## config.mk

```make
export PLATFORM = sky130hd
export DESIGN_NAME = obf_state_bank
export DESIGN_NICKNAME = d
export VERILOG_FILES = /design/src/rtl/obf_state_bank.sv
export SDC_FILE = /design/constraint.sdc
export NUM_CORES = 1
export LEC_CHECK = 0
export CELL_PAD_IN_SITES_DETAIL_PLACEMENT = 1
export CELL_PAD_IN_SITES_GLOBAL_PLACEMENT = 1
export CORE_ASPECT_RATIO = 1.1
export CORE_MARGIN = 8
export CORE_UTILIZATION = 41
export CTS_CLUSTER_DIAMETER = 50
export DETAILED_ROUTE_END_ITERATION = 16
export PLACE_DENSITY_LB_ADDON = 0.1
export SETUP_SLACK_MARGIN = 0.1
export SLEW_MARGIN = 20
export SYNTH_ARGS = -nofsm -noshare
export SYNTH_HDL_FRONTEND = slang
export SYNTH_SLANG_ARGS = --single-unit
```

## constraint.sdc

```tcl
create_clock -name clk -period 2.3 [get_ports clk]
set_clock_uncertainty 0.05 [all_clocks]
set_input_delay 0.575 -clock clk [delete_from_list [all_inputs] [get_ports clk]]
set_output_delay 0.575 -clock clk [all_outputs]
set_load 0.005 [all_outputs]
```

## src/rtl/obf_state_bank.sv

```systemverilog
`default_nettype none
// ============================================================================
//  Module      : obf_state_bank
//  Description : WIDTH-bit restorable state register with a DEPTH-entry
//                circular checkpoint buffer. On request it substitutes a
//                past next-state value into q, then swaps the live value back.
//  Revision    : 1.0 - initial release
// ============================================================================
module obf_state_bank #(
    parameter int WIDTH = 8,
    parameter int DEPTH = 4,
    parameter int SEL_W = $clog2(DEPTH)
) (
    input  logic             clk,
    input  logic             reset,
    input  logic [WIDTH-1:0] d,
    output logic [WIDTH-1:0] q,
    input  logic             capture_en,
    input  logic             freeze,
    input  logic             restore_req,
    input  logic [SEL_W-1:0] restore_sel,
    output logic             busy,
    output logic [SEL_W:0]   ckpt_count,
    output logic             restore_done,
    output logic             restore_err
);

    typedef enum logic [1:0] {
        ST_RUN       = 2'd0,
        ST_FREEZE    = 2'd1,
        ST_RESTORE   = 2'd2,
        ST_SWAP_BACK = 2'd3
    } state_t;

    localparam logic [SEL_W:0] c_depth = (SEL_W + 1)'(DEPTH);

    state_t           r_state;
    logic [WIDTH-1:0] r_q;
    logic [WIDTH-1:0] r_hold;
    logic [WIDTH-1:0] r_buf [DEPTH];
    logic [SEL_W-1:0] r_wr_ptr;
    logic [SEL_W:0]   r_count;
    logic             r_busy;
    logic             r_done;
    logic             r_err;

    logic [SEL_W-1:0] w_rd_idx;
    logic             w_sel_valid;

    // Age 0 is the entry just behind the write pointer; SEL_W-bit arithmetic wraps modulo DEPTH.
    always_comb begin
        w_rd_idx    = r_wr_ptr - SEL_W'(1) - restore_sel;
        w_sel_valid = ({1'b0, restore_sel} < r_count);
    end

    // Bank state machine: state, live register, hold register and checkpoint ring.
    always_ff @(posedge clk) begin
        if (!reset) begin
            r_state  <= ST_RUN;
            r_q      <= '0;
            r_hold   <= '0;
            r_wr_ptr <= '0;
            r_count  <= '0;
            r_busy   <= 1'b0;
            r_done   <= 1'b0;
            r_err    <= 1'b0;
        end else begin
            r_done <= 1'b0;
            r_err  <= 1'b0;
            case (r_state)
                ST_RUN: begin
                    r_q <= d;
                    if (freeze) begin
                        r_state <= ST_FREEZE;
                    end else if (restore_req && w_sel_valid) begin
                        // The live value is parked so it can be swapped back afterwards.
                        r_hold  <= r_q;
                        r_q     <= r_buf[w_rd_idx];
                        r_state <= ST_RESTORE;
                        r_busy  <= 1'b1;
                    end else begin
                        if (restore_req) begin
                            r_err <= 1'b1;
                        end
                        if (capture_en) begin
                            r_buf[r_wr_ptr] <= d;
                            r_wr_ptr        <= r_wr_ptr + SEL_W'(1);
                            if (r_count != c_depth) begin
                                r_count <= r_count + (SEL_W + 1)'(1);
                            end
                        end
                    end
                end
                ST_FREEZE: begin
                    r_q <= d;
                    if (!freeze) begin
                        r_state <= ST_RUN;
                    end
                end
                ST_RESTORE: begin
                    // q keeps the checkpoint until the request is withdrawn.
                    if (!restore_req) begin
                        r_q     <= r_hold;
                        r_done  <= 1'b1;
                        r_state <= ST_SWAP_BACK;
                    end
                end
                ST_SWAP_BACK: begin
                    r_q     <= d;
                    r_busy  <= 1'b0;
                    r_state <= ST_RUN;
                end
                default: begin
                    r_state <= ST_RUN;
                    r_busy  <= 1'b0;
                end
            endcase
        end
    end

    assign q            = r_q;
    assign busy         = r_busy;
    assign ckpt_count   = r_count;
    assign restore_done = r_done;
    assign restore_err  = r_err;

endmodule
`default_nettype wire

```

### Word-level counts from Yosys, hierarchy flattened

Memory sizes are Yosys's and may differ from the RTL's.
Cells that the tools add are included.

* add/subtract/negate cells: 4
* order comparisons: 1
* eq/ne operators: 9
* multiplexer cells: 20
* bitwise gates (word level): 4
* reductions and logical operators: 11

Operators with widths (number)
* $mux 8: 3
* $pmux 8 s3: 1
* $mux 1: 10
* $reduce_and 3->1: 3
* $mux 2: 4
* $ne 2x2->1 const B: 4
* $pmux 2 s4: 1
* $ne 3x3->1 const B: 2
* $reduce_and 5->1: 1
* $eq 2x2->1 const B: 2
* $not 1->1: 4
* $reduce_and 4->1: 1
* $reduce_or 4->1: 1
* $add 3x1->3 const B: 1
* $lt 2x3->1: 1
* $add 2x1->2 const B: 1
* $eq 2x1->1 const B: 1
* $logic_not 2->1: 1
* $pmux 1 s2: 1
* $reduce_and 2->1: 1
* $reduce_bool 2->1: 1
* $reduce_or 2->1: 1
* $sub 2x1->2 const B: 1
* $sub 2x2->2: 1
* $logic_and 1x1->1: 1

* bits in registers: 26
* RAM bits: 32
* bits of input ports: 15
* output and inout bits: 14
* word-level logic and storage cells: 58
* memories kept: 1

Memory list
* r_buf: words 4, bits a word 8, rd ports 1, clocked after Yosys merged registers in 0, wr ports 1, line 40 `logic [WIDTH-1:0] r_buf [DEPTH];`

### Logic depth before layout (Yosys ltp)

* depth in word-level cells: 7
* gate-level depth with buffers: 9
* mapped depth without buffers: 7

### Worst setup path after synthesis

Ideal clock, no wire load.

* kind: input-to-reg
* from: in restore_sel[1]
* to: mem r_buf[0][0], enable pin
* setup time: 371 ps
* data arrival time: 1785 ps
* required time: 1879 ps
* path slack: 94 ps
* cell stages on the path: 6
* cell sequence: ha_1 > nor2b_1 > a221oi_4 > nor2b_1 > nand3_1 > nor2_1

* word-level cells in the longest chain between the ends: 7

RTL lines
* from (decl): line 21 `input logic [SEL_W-1:0] restore_sel,`
* $lt 2x3->1: line 53 `w_sel_valid = ({1'b0, restore_sel} < r_count);`
* $logic_and 1x1->1: line 75 `end else if (restore_req && w_sel_valid) begin`
* $mux 1: line 75
* $mux 1: line 73 `if (freeze) begin`
* $mux 1: line 70 `case (r_state)`
* $mux 1: line 58 `if (!reset) begin`
* $mux 1 (not written as such): line 86 `r_buf[r_wr_ptr] <= d;`
* to (decl): line 40

No other way between the ends.

### Final worst setup path

* from: in restore_sel[1]
* to: reg r_q[7] (netlist: q[7])

* word-level cells in the longest chain between the ends: 5

RTL lines
* $sub 2x2->2 or $lt 2x3->1 (tied branches): line 52, 53
* $mem_v2 4x8 or $logic_and 1x1->1 (tied branches)
* $mux 8 *: line 75
* $mux 8 *: line 73
* $pmux 8 s3 *: line 70
* to (signal assigned): line 78 `r_q <= r_buf[w_rd_idx];`
* to (signal assigned): line 103 `r_q <= r_hold;`
* to (decl): line 38 `logic [WIDTH-1:0] r_q;`

Mark *: on every way between the ends. The rest lies on a longest branch, timed or not.
A chain may end at the register's enable or synchronous reset.

==> impl_metrics.env <==
export IMPL_fin_nets=319
export IMPL_place_gp_congestion=0.734
export IMPL_met3_length_um=321
export IMPL_cts_tree="done"
export IMPL_dp_slack_ns=-0.346
export IMPL_ant_nets=0
export IMPL_path_cells="dlygate4sd2_1 -> ha_1 -> nor2b_2 -> a221oi_4 -> and2_4 -> buf_12 -> o211ai_1 -> a21oi_1"
export IMPL_worst_slack_ns=0.241
export IMPL_start_util_pct=42.3
export IMPL_cts_root_buf="clkbuf_8"
export IMPL_power_share_switching_pct=25.3
export IMPL_status="finished clean"
export IMPL_critPathKind="input pin to flip-flop"
export IMPL_drt_iter0_markers=110
export IMPL_cts_buffer_depth=2
export IMPL_fmax_mhz=486
export IMPL_drt_wl_total_mm=7.14
export IMPL_drive_gt1_share_pct=19.6
export IMPL_synthTopCellsByCount="32 x edfxtp_1, 26 x dfxtp_1, 23 x nor2_1"
export IMPL_yosys_mux_area_fraction_pct=11.8
export IMPL_drc=0
export IMPL_worst_path_buf_inv=2
export IMPL_n_antenna_cell=0
export IMPL_critPathSlowestCell="a221oi_4"
export IMPL_viasPerCell=5.42
export IMPL_clock_latency_ns=0.34
export IMPL_synth_top_cell_area_share_pct=34.6
export IMPL_rsz0062_at_grt="false"
export IMPL_p_comb_share_pct=15.2
export IMPL_dp_cells=366
export IMPL_ys_top_cells_by_area="edfxtp_1 35%, dfxtp_1 19%, mux2i_1 6.1%"
export IMPL_irDropWorstVdd_mv=0.343
export IMPL_intPower_mw=1.86
export IMPL_clk_pin_slew_ns=0.07
export IMPL_seqPwrFrac_pct=45.9
export IMPL_postSynthCellCount=242
export IMPL_hold_class="flip-flop to flip-flop"
export IMPL_port_buffers=28
export IMPL_stdcell_count=383
export IMPL_yosys_register_bits=58
export IMPL_worst_slew_pin_slew_ns=0.676
export IMPL_cpPeakStageDelay_ns=0.30
export IMPL_wl_met2_mm=3.57
export IMPL_leakage_nw=1.32
export IMPL_overflow=0
export IMPL_clock_sinks=58
export IMPL_multi_input_area_um2=1190
export IMPL_cts_hold_buf=0
export IMPL_synth_largest_area_cell="edfxtp_1"
export IMPL_die_area_um2=9660
export IMPL_area_growth_pct=28.6
export IMPL_grt_pass1_wl_mm=11.8
export IMPL_async_reset_ff_share_pct=0
export IMPL_drv_slew=0
export IMPL_crit_required_ns=2.52
export IMPL_p_per_area_nw_per_um2=695
export IMPL_syn_area_um2=2780
export IMPL_synth_edff_count=32
export IMPL_wl_per_cell_um=18.6
export IMPL_min_period_over_period_pct=89.5
export IMPL_synth_top_family_by_area="simple AND/OR/NAND/NOR gates"
export IMPL_ios=29
export IMPL_grt_usage_pct=16.4
export IMPL_post_cts_buffers=0
export IMPL_seqCellArea_um2=1480
export IMPL_synth_compound_area_share_pct=11.8
export IMPL_synth_top_flop_cell="edfxtp_1"
export IMPL_rows=31
export IMPL_h_tree_depth=3
export IMPL_p_total_mw=2.48
export IMPL_n_fill_cell=717
export IMPL_place_hpwl_mm=5.00
export IMPL_die_h_um=102
export IMPL_ys_seq_area_share_pct=53.4
export IMPL_core_um2=6560
export IMPL_synthesis_nets=265
export IMPL_yosysMostFrequentCell="edfxtp_1"
export IMPL_p_clk_share_pct=38.9
export IMPL_dr_max_layer_used="met4"
export IMPL_relSlewSlack_pct=54.9
export IMPL_final_setup_viol_count=0
export IMPL_syn_area_per_cell_um2=11.5
export IMPL_ctsResizeCount=7
export IMPL_synth_xor_area_share_pct=1.53
export IMPL_drt_pre_antenna_iters=4
export IMPL_fin_crit_ns=2.06
export IMPL_switching_power_uw=627
export IMPL_synth_simple_area_share_pct=13.2
export IMPL_cp_data_arrival_time_ns=2.27
export IMPL_cts_inserted_buffers=9
export IMPL_cp_end_kind="flip-flop"
export IMPL_drt_met1_wl_mm=3.16
export IMPL_cp_top_family="compound AO/OA/AOI/OAI gates"
export IMPL_hold_viol=0
export IMPL_max_cap_viol_count=0
export IMPL_grt_pass1_vias=2293
export IMPL_die_x_um=94.4
export IMPL_grt_max_degree=29
export IMPL_vias=2074
export IMPL_yosysWarnings=0
export IMPL_antenna_found_initial=0
export IMPL_crit_fanout=7
export IMPL_synthDistinctLibCells=38
export IMPL_critPathLaunchType="input pin"
export IMPL_synth_fa_ha_area_share_pct=3.61
[worst reg2reg max path: cells and delay by family (launching register included)]
family                     cells  cell delay (ns)
buffers and inverters          2             0.21
and+or+nand+nor                2             0.40
adders and majority gates      1             0.27
AOI/OAI and AO/OA              3             0.63
DFF                            1             0.38
[registers in the layout (all words and copies together) (netlist names)]
register	cells
r_hold	8
r_buf	32
restore_err	1
restore_done	1
q	8
r_state	2
r_wr_ptr	2
ckpt_count	3
busy	1
[power groups by stage]
stage | Sequential (mW) | Combinational (mW) | Clock, mW
after floorplan | 1.16 | 0.190 | 0
after global placement | 1.16 | 0.348 | 0
after detailed placement | 1.16 | 0.356 | 0
after CTS | 1.14 | 0.384 | 0.990
after global routing | 1.14 | 0.413 | 1.04
final | 1.14 | 0.378 | 0.965
[metal layers]
metal / track usage [%] / up-vias
met4: 7.33 / 0
met3: 3.97 / 10
li1: - / 985
met2: 26.4 / 43
met1: 20.2 / 1036
met5: 0 / -
[path summary, 6_finish.rpt]
path                  start  slack [ns]         to  depth (start not counted)
min reg2reg       r_hold[2]        0.47  r_hold[2]                          2
max          restore_sel[1]        0.24       q[7]                          8
min               r_hold[2]        0.47  r_hold[2]                          2
max reg2reg   ckpt_count[1]        0.29       q[7]                          8
[logic make-up after synthesis]
family,count (synthesis)
DFF,58
AOI/OAI and AO/OA,49
xor gates and xnor gates,4
muxes,24
adders and majority gates,8
buffers and inverters,23
and+or+nand+nor,76
[per-stage QoR]
stage               utilization, %  TNS, ns  hold WS (ns)  cell area [um^2]
global route                  54.4        0         0.491              3570
global placement              50.5   -14.12         0.448              3310
CTS                           54.4        0         0.477              3570
detailed placement            50.5   -17.15         0.457              3310
floorplan                        -        0         0.433              2780
finish                        54.4        0         0.475              3570
[layout make-up]
| class | instances | area share (%) |
|---|---|---|
| inverter | 12 | 1.26 |
| tap | 82 | 2.88 |
| clock inverter | 6 | 1.86 |
| timing repair buffer | 54 | 15.4 |
| sequential | 58 | 41.5 |
| multi-input combinational | 161 | 33.3 |
| clock buffer | 10 | 3.86 |
[cell usage in the layout (no fill, tap or decap), drive strengths merged, types with 7 or more instances in the layout]
cell	synthesis	layout
nor2	23	23
a21oi	12	12
nor2b	14	14
mux2i	17	17
inv	12	12
buf	6	25
o21ai	10	10
a31oi	9	9
nand3	8	8
clkbuf	5	10
mux4	7	7
clkdlybuf4s50	0	26
nand2	18	18
ha	8	8
dfxtp	26	26
edfxtp	32	32
Note: power is estimated with default switching activity, not from simulation.
